==> config.mk <==
export PLATFORM = sky130hd
export DESIGN_NAME = lsu_mem_ctrl
export DESIGN_NICKNAME = d
export VERILOG_FILES = /design/src/rtl/lsu_mem_ctrl.sv
export SDC_FILE = /design/constraint.sdc
export NUM_CORES = 1
export LEC_CHECK = 0
export ABC_AREA = 0
export CAP_MARGIN = 30
export CORE_ASPECT_RATIO = 0.7
export CORE_MARGIN = 8
export CORE_UTILIZATION = 40
export CTS_CLUSTER_SIZE = 30
export DETAILED_ROUTE_END_ITERATION = 16
export PLACE_DENSITY_LB_ADDON = 0.15
export REMOVE_ABC_BUFFERS = 1
export SYNTH_ARGS = -nofsm -noshare
export SYNTH_HDL_FRONTEND = slang
export SYNTH_SLANG_ARGS = --single-unit
==> constraint.sdc <==
create_clock -name i_clk -period 1.9 [get_ports i_clk]
set_input_delay 0.285 -clock i_clk [delete_from_list [all_inputs] [get_ports i_clk]]
set_output_delay 0.285 -clock i_clk [all_outputs]
set_load 0.1 [all_outputs]
==> src/rtl/lsu_mem_ctrl.sv <==
// rtl/lsu_mem_ctrl.sv - load/store unit controller driving a req/gnt/rvalid data bus.
// Optional bus watchdog enabled by defining LSU_TIMEOUT_EN.
`timescale 1ns/1ps
module lsu_mem_ctrl #(
  parameter int unsigned TIMEOUT_CYCLES = 255
) (
  input  logic        i_clk,
  input  logic        i_rst_n,
  input  logic        i_lsu_valid,
  input  logic        i_lsu_we,
  input  logic [2:0]  i_lsu_funct3,
  input  logic [31:0] i_lsu_addr,
  input  logic [31:0] i_st_data,
  output logic [31:0] o_ld_data,
  output logic        o_lsu_done,
  output logic        o_lsu_stall,
  output logic        o_addr_exc,
  output logic        o_bus_err,
  output logic        o_mem_req,
  output logic        o_mem_we,
  output logic [31:0] o_mem_addr,
  output logic [31:0] o_mem_wdata,
  output logic [3:0]  o_mem_be,
  input  logic        i_mem_gnt,
  input  logic        i_mem_rvalid,
  input  logic [31:0] i_mem_rdata
);

  typedef enum logic [1:0] {S_IDLE, S_REQ, S_WAIT, S_DONE} state_e;

  state_e      state_q;
  logic        we_q;
  logic [2:0]  funct3_q;
  logic [1:0]  off_q;
  logic [31:0] ld_data_q;
  logic        done_q;
  logic        addr_exc_q;
  logic        bus_err_q;
  logic        mem_req_q;
  logic        mem_we_q;
  logic [31:0] mem_addr_q;
  logic [31:0] mem_wdata_q;
  logic [3:0]  mem_be_q;

  logic        illegal_f3;
  logic        misaligned;
  logic        req_exc;
  logic [3:0]  st_be_d;
  logic [31:0] st_wdata_d;
  logic [7:0]  ld_byte;
  logic [15:0] ld_half;
  logic [31:0] ld_data_d;
  logic        timeout;

  // Stores only have SB/SH/SW; loads additionally allow the unsigned LBU/LHU forms.
  assign illegal_f3 = i_lsu_we ? (i_lsu_funct3[2] | (i_lsu_funct3[1:0] == 2'b11))
                               : ((i_lsu_funct3 == 3'b011) | (i_lsu_funct3[2:1] == 2'b11));
  assign misaligned = ((i_lsu_funct3[1:0] == 2'b01) & i_lsu_addr[0]) |
                      ((i_lsu_funct3[1:0] == 2'b10) & (i_lsu_addr[1:0] != 2'b00));
  assign req_exc    = illegal_f3 | misaligned;

  always_comb begin
    st_be_d    = 4'b1111;
    st_wdata_d = 32'h0;
    if (i_lsu_we) begin
      case (i_lsu_funct3[1:0])
        2'b00: begin
          st_be_d    = 4'b0001 << i_lsu_addr[1:0];
          st_wdata_d = {4{i_st_data[7:0]}};
        end
        2'b01: begin
          st_be_d    = i_lsu_addr[1] ? 4'b1100 : 4'b0011;
          st_wdata_d = {2{i_st_data[15:0]}};
        end
        default: begin
          st_be_d    = 4'b1111;
          st_wdata_d = i_st_data;
        end
      endcase
    end
  end

  assign ld_byte = i_mem_rdata[8*off_q +: 8];
  assign ld_half = off_q[1] ? i_mem_rdata[31:16] : i_mem_rdata[15:0];

  always_comb begin
    ld_data_d = i_mem_rdata;
    case (funct3_q)
      3'b000:  ld_data_d = {{24{ld_byte[7]}}, ld_byte};
      3'b001:  ld_data_d = {{16{ld_half[15]}}, ld_half};
      3'b100:  ld_data_d = {24'h0, ld_byte};
      3'b101:  ld_data_d = {16'h0, ld_half};
      default: ld_data_d = i_mem_rdata;
    endcase
  end

`ifdef LSU_TIMEOUT_EN
  localparam int unsigned CNT_W = ($clog2(TIMEOUT_CYCLES + 1) > 8) ? $clog2(TIMEOUT_CYCLES + 1) : 8;

  logic [CNT_W-1:0] cnt_q;

  // Cleared while idle so it starts from zero on every entry to REQ.
  always_ff @(posedge i_clk or negedge i_rst_n) begin
    if (!i_rst_n) begin
      cnt_q <= '0;
    end else if ((state_q == S_REQ) || (state_q == S_WAIT)) begin
      cnt_q <= cnt_q + CNT_W'(1);
    end else begin
      cnt_q <= '0;
    end
  end

  assign timeout = ((state_q == S_REQ) || (state_q == S_WAIT)) &&
                   (cnt_q == CNT_W'(TIMEOUT_CYCLES - 1));
`else
  assign timeout = 1'b0;
`endif

  always_ff @(posedge i_clk or negedge i_rst_n) begin
    if (!i_rst_n) begin
      state_q     <= S_IDLE;
      we_q        <= 1'b0;
      funct3_q    <= 3'b000;
      off_q       <= 2'b00;
      ld_data_q   <= 32'h0;
      done_q      <= 1'b0;
      addr_exc_q  <= 1'b0;
      bus_err_q   <= 1'b0;
      mem_req_q   <= 1'b0;
      mem_we_q    <= 1'b0;
      mem_addr_q  <= 32'h0;
      mem_wdata_q <= 32'h0;
      mem_be_q    <= 4'b0000;
    end else begin
      done_q     <= 1'b0;
      addr_exc_q <= 1'b0;
      bus_err_q  <= 1'b0;
      case (state_q)
        S_IDLE: begin
          if (i_lsu_valid) begin
            we_q     <= i_lsu_we;
            funct3_q <= i_lsu_funct3;
            off_q    <= i_lsu_addr[1:0];
            if (req_exc) begin
              done_q     <= 1'b1;
              addr_exc_q <= 1'b1;
              state_q    <= S_DONE;
            end else begin
              mem_req_q   <= 1'b1;
              mem_we_q    <= i_lsu_we;
              mem_addr_q  <= {i_lsu_addr[31:2], 2'b00};
              mem_be_q    <= st_be_d;
              mem_wdata_q <= st_wdata_d;
              state_q     <= S_REQ;
            end
          end
        end
        S_REQ: begin
          if (i_mem_gnt) begin
            mem_req_q <= 1'b0;
            state_q   <= S_WAIT;
          end else if (timeout) begin
            mem_req_q <= 1'b0;
            done_q    <= 1'b1;
            bus_err_q <= 1'b1;
            state_q   <= S_DONE;
          end
        end
        S_WAIT: begin
          // rvalid doubles as the write acknowledge, so stores wait here too.
          if (i_mem_rvalid) begin
            if (!we_q) begin
              ld_data_q <= ld_data_d;
            end
            done_q  <= 1'b1;
            state_q <= S_DONE;
          end else if (timeout) begin
            done_q    <= 1'b1;
            bus_err_q <= 1'b1;
            state_q   <= S_DONE;
          end
        end
        default: begin
          state_q <= S_IDLE;
        end
      endcase
    end
  end

  assign o_ld_data   = ld_data_q;
  assign o_lsu_done  = done_q;
  assign o_addr_exc  = addr_exc_q;
  assign o_bus_err   = bus_err_q;
  assign o_mem_req   = mem_req_q;
  assign o_mem_we    = mem_we_q;
  assign o_mem_addr  = mem_addr_q;
  assign o_mem_wdata = mem_wdata_q;
  assign o_mem_be    = mem_be_q;
  assign o_lsu_stall = i_lsu_valid & ~done_q;

endmodule

==> impl_metrics.json, run 1 <==
{
  "rows": 36,
  "grt_max_degree": 66,
  "dieArea_sq_um": 18000,
  "cp.required_ps": 2080,
  "crit_slowest_cell": "mux4_2",
  "vias_per_cell": 5.25,
  "crit_fanout": 7,
  "maxSlewViolCount": 0,
  "drcViolationCount": 0,
  "cts.clk_slew.worst_paths_ps": 70,
  "critPathBufInv": 1,
  "drive_gt1_frac": 0.305,
  "start_kind": "flip-flop",
  "endpoint": "o_ld_data[8]",
  "synth_top_area_frac": 0.494,
  "r2r-end": "o_ld_data[8]",
  "fp.dieW_um": 157,
  "area_growth_pct": 47.4,
  "wl_um": 17600,
  "diodes": 0,
  "initial_core_util": 0.404,
  "ys_seq_elements": 110,
  "drv_cap": 0,
  "worstMarginPinSlew_ps": 545,
  "coreArea_sq_um": 13800,
  "syn_avg_cell_area_sq_um": 12.0,
  "synth_area_leader_cell": "dfrtp_1",
  "crit_chain": "mux4_2 > a2111oi_4 > buf_4 > a2111oi_0",
  "place_inst": 872,
  "gp_congestion": 0.828,
  "crit_type": "reg2reg",
  "r2r_cells": 4,
  "cts.path.max_buffers": 2,
  "setup_tns_ps": 0,
  "status": "complete, no violations",
  "worstSkewPairLatency_ps": 350,
  "grt_overflow": 0,
  "finalCritPeriodShare": 0.964,
  "synthCells": 465,
  "arrival_ps": 2020,
  "grt_pass1_vias": 4896,
  "cts_tree": "done",
  "min_from": "i_lsu_funct3[2]",
  "synth_warnings": 0,
  "max_freq_mhz": 546,
  "hold_class": "in2reg",
  "ys.flop_type": "dfrtp_1",
  "numCtsBuffers": 9,
  "end_kind": "flip-flop",
  "synth.cell_area_sq_um": 5570,
  "vias": 4675,
  "yosysSeqAreaShare": 0.494,
  "die_h_um": 115,
  "nFillCells": 1208,
  "io_buffers": 207,
  "cp-startpoint": "off_q[1]",
  "critPathTopFamily": "multiplexers",
  "synth_edf_count": 0,
  "grt_pass1_wl_um": 26900,
  "fin_worst_skew_ps": 8.00,
  "num_io_pins": 211,
  "r2r_start": "off_q[1]",
  "instances_no_fill": 891,
  "slowest_delay_ps": 600,
  "grt_use_total": 0.188,
  "setup_viol": 0,
  "ys_async_sr_fraction": 1.00,
  "worst-path-stages": 4,
  "finalNetCount": 805,
  "wl_per_cell_um": 19.7,
  "cts-root-buf": "clkbuf_16",
  "fin_crit_ps": 1830,
  "clock-sinks": 110,
  "maxSlewHeadroom": 0.627,
  "synth_cell_type_count": 51,
  "fin_ws_ps": 69.0,
  "pre_cts_ws_ps": -417,
  "antenna_left": 0,
  "r2r_setup_slack_ps": 70,
  "final_util": 0.596,
  "hold_viol": 0,
  "ys_top_cells_by_area": "dfrtp_1, mux2i_1, mux2_4",
  "drt_iter0_markers": 236,
  "drt_pass1_iterations": 4,
  "htreeDepth": 3,
  "antenna_found_initial": 0,
  "dp_hpwl_um": 13000
}
-- layer usage --
metal | up-vias | GRT usage | wire, um
met5 | - | 0 | 0
met4 | 0 | 0.0424 | 130
met3 | 12 | 0.0507 | 1240
met2 | 162 | 0.292 | 7930
met1 | 2325 | 0.257 | 8260
li1 | 2176 | - | -
-- worst register-to-register path, delay by kind of cell, from the launching register on --
kind / cells / cell delay, ps
AO/OA/AOI/OAI: 2 / 440
buffers and inverters: 1 / 210
flip-flops: 1 / 420
multiplexers: 1 / 600
-- kinds of logic (layout without fill, tap and decap cells) --
family                   Yosys count  count (layout)  synth area share
AO/OA/AOI/OAI                    112             112             0.153
flip-flops                       110             110             0.494
AND/OR/NAND/NOR                  104             104             0.113
multiplexers                      87              87             0.186
buffers and inverters             47             281            0.0451
adder cells (fa/ha/maj)            4               4           0.00898
other                              1               3          0.000673
-- state kept, by name (all words and copies together) (netlist names) --
register     flops
o_mem_we         1
state_q          2
funct3_q         3
o_mem_be         4
o_ld_data       32
o_addr_exc       1
we_q             1
o_mem_req        1
o_lsu_done       1
off_q            2
o_mem_wdata     32
o_mem_addr      30
-- cell usage in the layout, fill, tap and decap left out, types with 8 or more instances in the layout --
cell type,netlist,final
nand2_1,18,18
o2bb2ai_1,16,16
o21ai_0,29,29
and2_1,17,17
dfrtp_1,110,110
mux2_2,9,9
nor2_1,17,17
mux2i_1,50,50
clkbuf_16,0,10
mux2_4,26,26
inv_1,9,8
nor2b_1,19,19
buf_4,3,143
clkdlybuf4s50_1,0,101
a22o_1,16,16
a2111oi_0,14,14
-- worst min-delay path by stage --
| stage | end | slack (ps) | cells after the start |
|---|---|---|---|
| after detailed placement | o_mem_wdata[20] | 150 | 1 |
| after CTS | o_mem_wdata[20] | 370 | 2 |
| after floorplan | funct3_q[0] | -10 | 0 |
| after global routing | o_mem_wdata[20] | 370 | 2 |
| after global placement | o_mem_wdata[20] | 150 | 1 |
| final | funct3_q[2] | 360 | 3 |
-- cells in the mapped netlist (all sizes together) (16+ instances only) --
| cell | instances |
|---|---|
| clkbuf | 21 |
| mux2 | 35 |
| and2 | 17 |
| o2bb2ai | 16 |
| buf | 17 |
| o21ai | 30 |
| nor2b | 19 |
| dfrtp | 110 |
| nor2 | 17 |
| nand2 | 18 |
| mux2i | 50 |
| a22o | 16 |
-- final cells by class --
class | instances | area, sq um | share of cell area
Sequential cell | 110 | 2750 | 0.335
Multi-Input combinational cell | 310 | 2620 | 0.318
Timing Repair Buffer | 256 | 2290 | 0.279
Clock buffer | 10 | 239 | 0.0291
Tap cell | 190 | 238 | 0.0289
Clock inverter | 6 | 46.3 | 0.00563
Inverter | 9 | 33.8 | 0.00411
-- per-stage QoR --
step | area, sq um | hold WS (ps)
2_1_floorplan | 5360 | -10.6
3_3_place_gp | 7850 | 150
3_5_place_dp | 7850 | 154
4_1_cts | 8150 | 370
5_1_grt | 8220 | 373
6_report | 8220 | 362
-- repair_timing --
item,in CTS,in global routing
hold endpoints to repair,13,0
endpoints found under the setup margin,53,34
hold buffers,1,0
setup buffers,0,1
gates resized for setup,2,7
gates cloned,0,1
Power of run 1 is not shown: default switching activity piles up to over one toggle a cycle in this logic, so the estimate is an artifact.
==> run 2, diff against run 1 <==
--- a/config.mk
+++ b/config.mk
@@ -13,7 +13,7 @@
 export CTS_CLUSTER_SIZE = 30
 export DETAILED_ROUTE_END_ITERATION = 16
 export PLACE_DENSITY_LB_ADDON = 0.15
-export REMOVE_ABC_BUFFERS = 1
+export SLEW_MARGIN = 20
 export SYNTH_ARGS = -nofsm -noshare
 export SYNTH_HDL_FRONTEND = slang
 export SYNTH_SLANG_ARGS = --single-unit
==> run 2 against run 1 <==
Effect of this change:
- global-route usage up 0.85 points
- critical path depth up 1
- setup slack worse by 9.5 ps
- highest routed layer unchanged
- via count down 0.62%
- fmax down 0.52%
- sequential cell count unchanged
- clock skew down 0.90 ps
- cell area up 0.62%
- largest cell class unchanged
==> impl_metrics.json, run 2 (synthesis gave the netlist of run 1 again) <==
{
  "status": "complete, no violations",
  "htreeDepth": 3,
  "num_io_pins": 211,
  "finalCritPeriodShare": 0.969,
  "r2r_setup_slack_ps": 90,
  "initial_core_util": 0.404,
  "max_freq_mhz": 543,
  "r2r_start": "off_q[1]",
  "arrival_ps": 2080,
  "grt_overflow": 0,
  "multi_input_area_sq_um": 2640,
  "diodes": 0,
  "worstMarginPinSlew_ps": 590,
  "pre_cts_ws_ps": -331,
  "finalNetCount": 802,
  "fin_worst_skew_ps": 7.10,
  "grt_pass1_wl_um": 27500,
  "cts.clk_slew.worst_paths_ps": 70,
  "seqCellArea_sq_um": 2750,
  "crit_fanout": 15,
  "nFillCells": 1149,
  "vias_per_cell": 5.23,
  "crit_type": "in2reg",
  "antenna_found_initial": 0,
  "critPathTopFamily": "buffers and inverters",
  "grt_pass1_vias": 4797,
  "hold_viol": 0,
  "slowest_delay_ps": 560,
  "cp.required_ps": 2140,
  "crit_slowest_cell": "or4_4",
  "fin_ws_ps": 59.5,
  "post-route-cell-area_sq_um": 8270,
  "final_cell_mix": "buf_4, dfrtp_1, clkdlybuf4s50_1",
  "wl_um": 18100,
  "drt_pass1_iterations": 4,
  "drcViolationCount": 0,
  "critPathBufInv": 2,
  "rsz0062_at_grt": "false",
  "io_buffers": 207,
  "wl_per_cell_um": 20.4,
  "dieArea_sq_um": 18000,
  "grt_max_degree": 42,
  "numCtsBuffers": 9,
  "r2r-end": "o_ld_data[13]",
  "place_area_sq_um": 7840,
  "antenna_left": 0,
  "end_kind": "flip-flop",
  "clock-sinks": 110,
  "fp.dieW_um": 157,
  "area_growth_pct": 48.3,
  "rows": 36,
  "start_kind": "primary input",
  "worstSkewPairLatency_ps": 360,
  "vias": 4646,
  "setup_viol": 0,
  "crit_chain": "clkdlybuf4s50_1 > or4_4 > a21oi_4 > clkbuf_16 > mux2_4",
  "maxSlewViolCount": 0,
  "hold_class": "in2async",
  "maxSlewHeadroom": 0.606,
  "cts_tree": "done",
  "cts-root-buf": "clkbuf_16",
  "fin_crit_ps": 1840,
  "r2r_cells": 4,
  "final_common_cell": "buf_4",
  "drive_gt1_frac": 0.304,
  "gp_congestion": 0.866,
  "dp_hpwl_um": 13700,
  "cts.path.max_buffers": 2,
  "grt_use_total": 0.196,
  "die_h_um": 115,
  "drt_iter0_markers": 298,
  "drv_cap": 0,
  "coreArea_sq_um": 13800
}
## run 2: cell count changes in the layout (fill, tap and decap cells not counted), sizes merged
cell,change
buf,-3
dlygate4sd2,-1
clkdlybuf4s50,+2
clkbuf,-1
dlymetal6s2s,-1
inv,+1
clkinv,+1
bufinv,+1
clkinvlp,-2
## run 2: area by class of cell
| type | instances | share of cell area |
|---|---|---|
| repair buffers | 253 | 0.278 |
| well taps | 190 | 0.0288 |
| inverters | 9 | 0.00409 |
| clock buffers | 9 | 0.0272 |
| flip-flops and latches | 110 | 0.333 |
| clock inverters | 7 | 0.00984 |
| multi-input cells | 310 | 0.319 |
## run 2: worst max-delay path by stage
stage | from | to | slack (ps) | cells after the start
detailed placement | i_lsu_funct3[2] | o_mem_addr[2] | -330 | 5
global route | i_lsu_addr[1] | o_mem_addr[30] | 2 | 5
global placement | i_lsu_funct3[2] | o_mem_addr[31] | -300 | 5
CTS | state_q[0] | o_ld_data[12] | 50 | 6
finish | i_lsu_funct3[2] | o_mem_addr[27] | 60 | 5
floorplan | state_q[0] | o_ld_data[16] | 6 | 7
## run 2: what timing repair did
item / in CTS / in global routing
pin swaps: 0 / 1
hold buffers: 1 / 0
hold endpoints to repair: 19 / 0
setup buffers: 0 / 2
cloned: 0 / 1
gates resized for setup: 1 / 17
endpoints found under the setup margin: 3 / 22
## run 2: layer usage
layer	vias to the layer above	GRT usage	part of all wire
li1	2187	-	-
met1	2267	0.270	0.45
met2	171	0.297	0.47
met3	21	0.0526	0.074
met4	0	0.0594	0.015
met5	-	0	0
## run 2: through the flow
step	utilization	instances	TNS (ps)	hold slack (ps)
floorplan	-	467	0	-10.6
global placement	0.569	867	-14700	214
detailed placement	0.569	867	-16560	224
CTS	0.592	884	0	370
global route	0.600	888	0	396
finish	0.600	888	0	386
Power of run 2 is left out for the same reason.
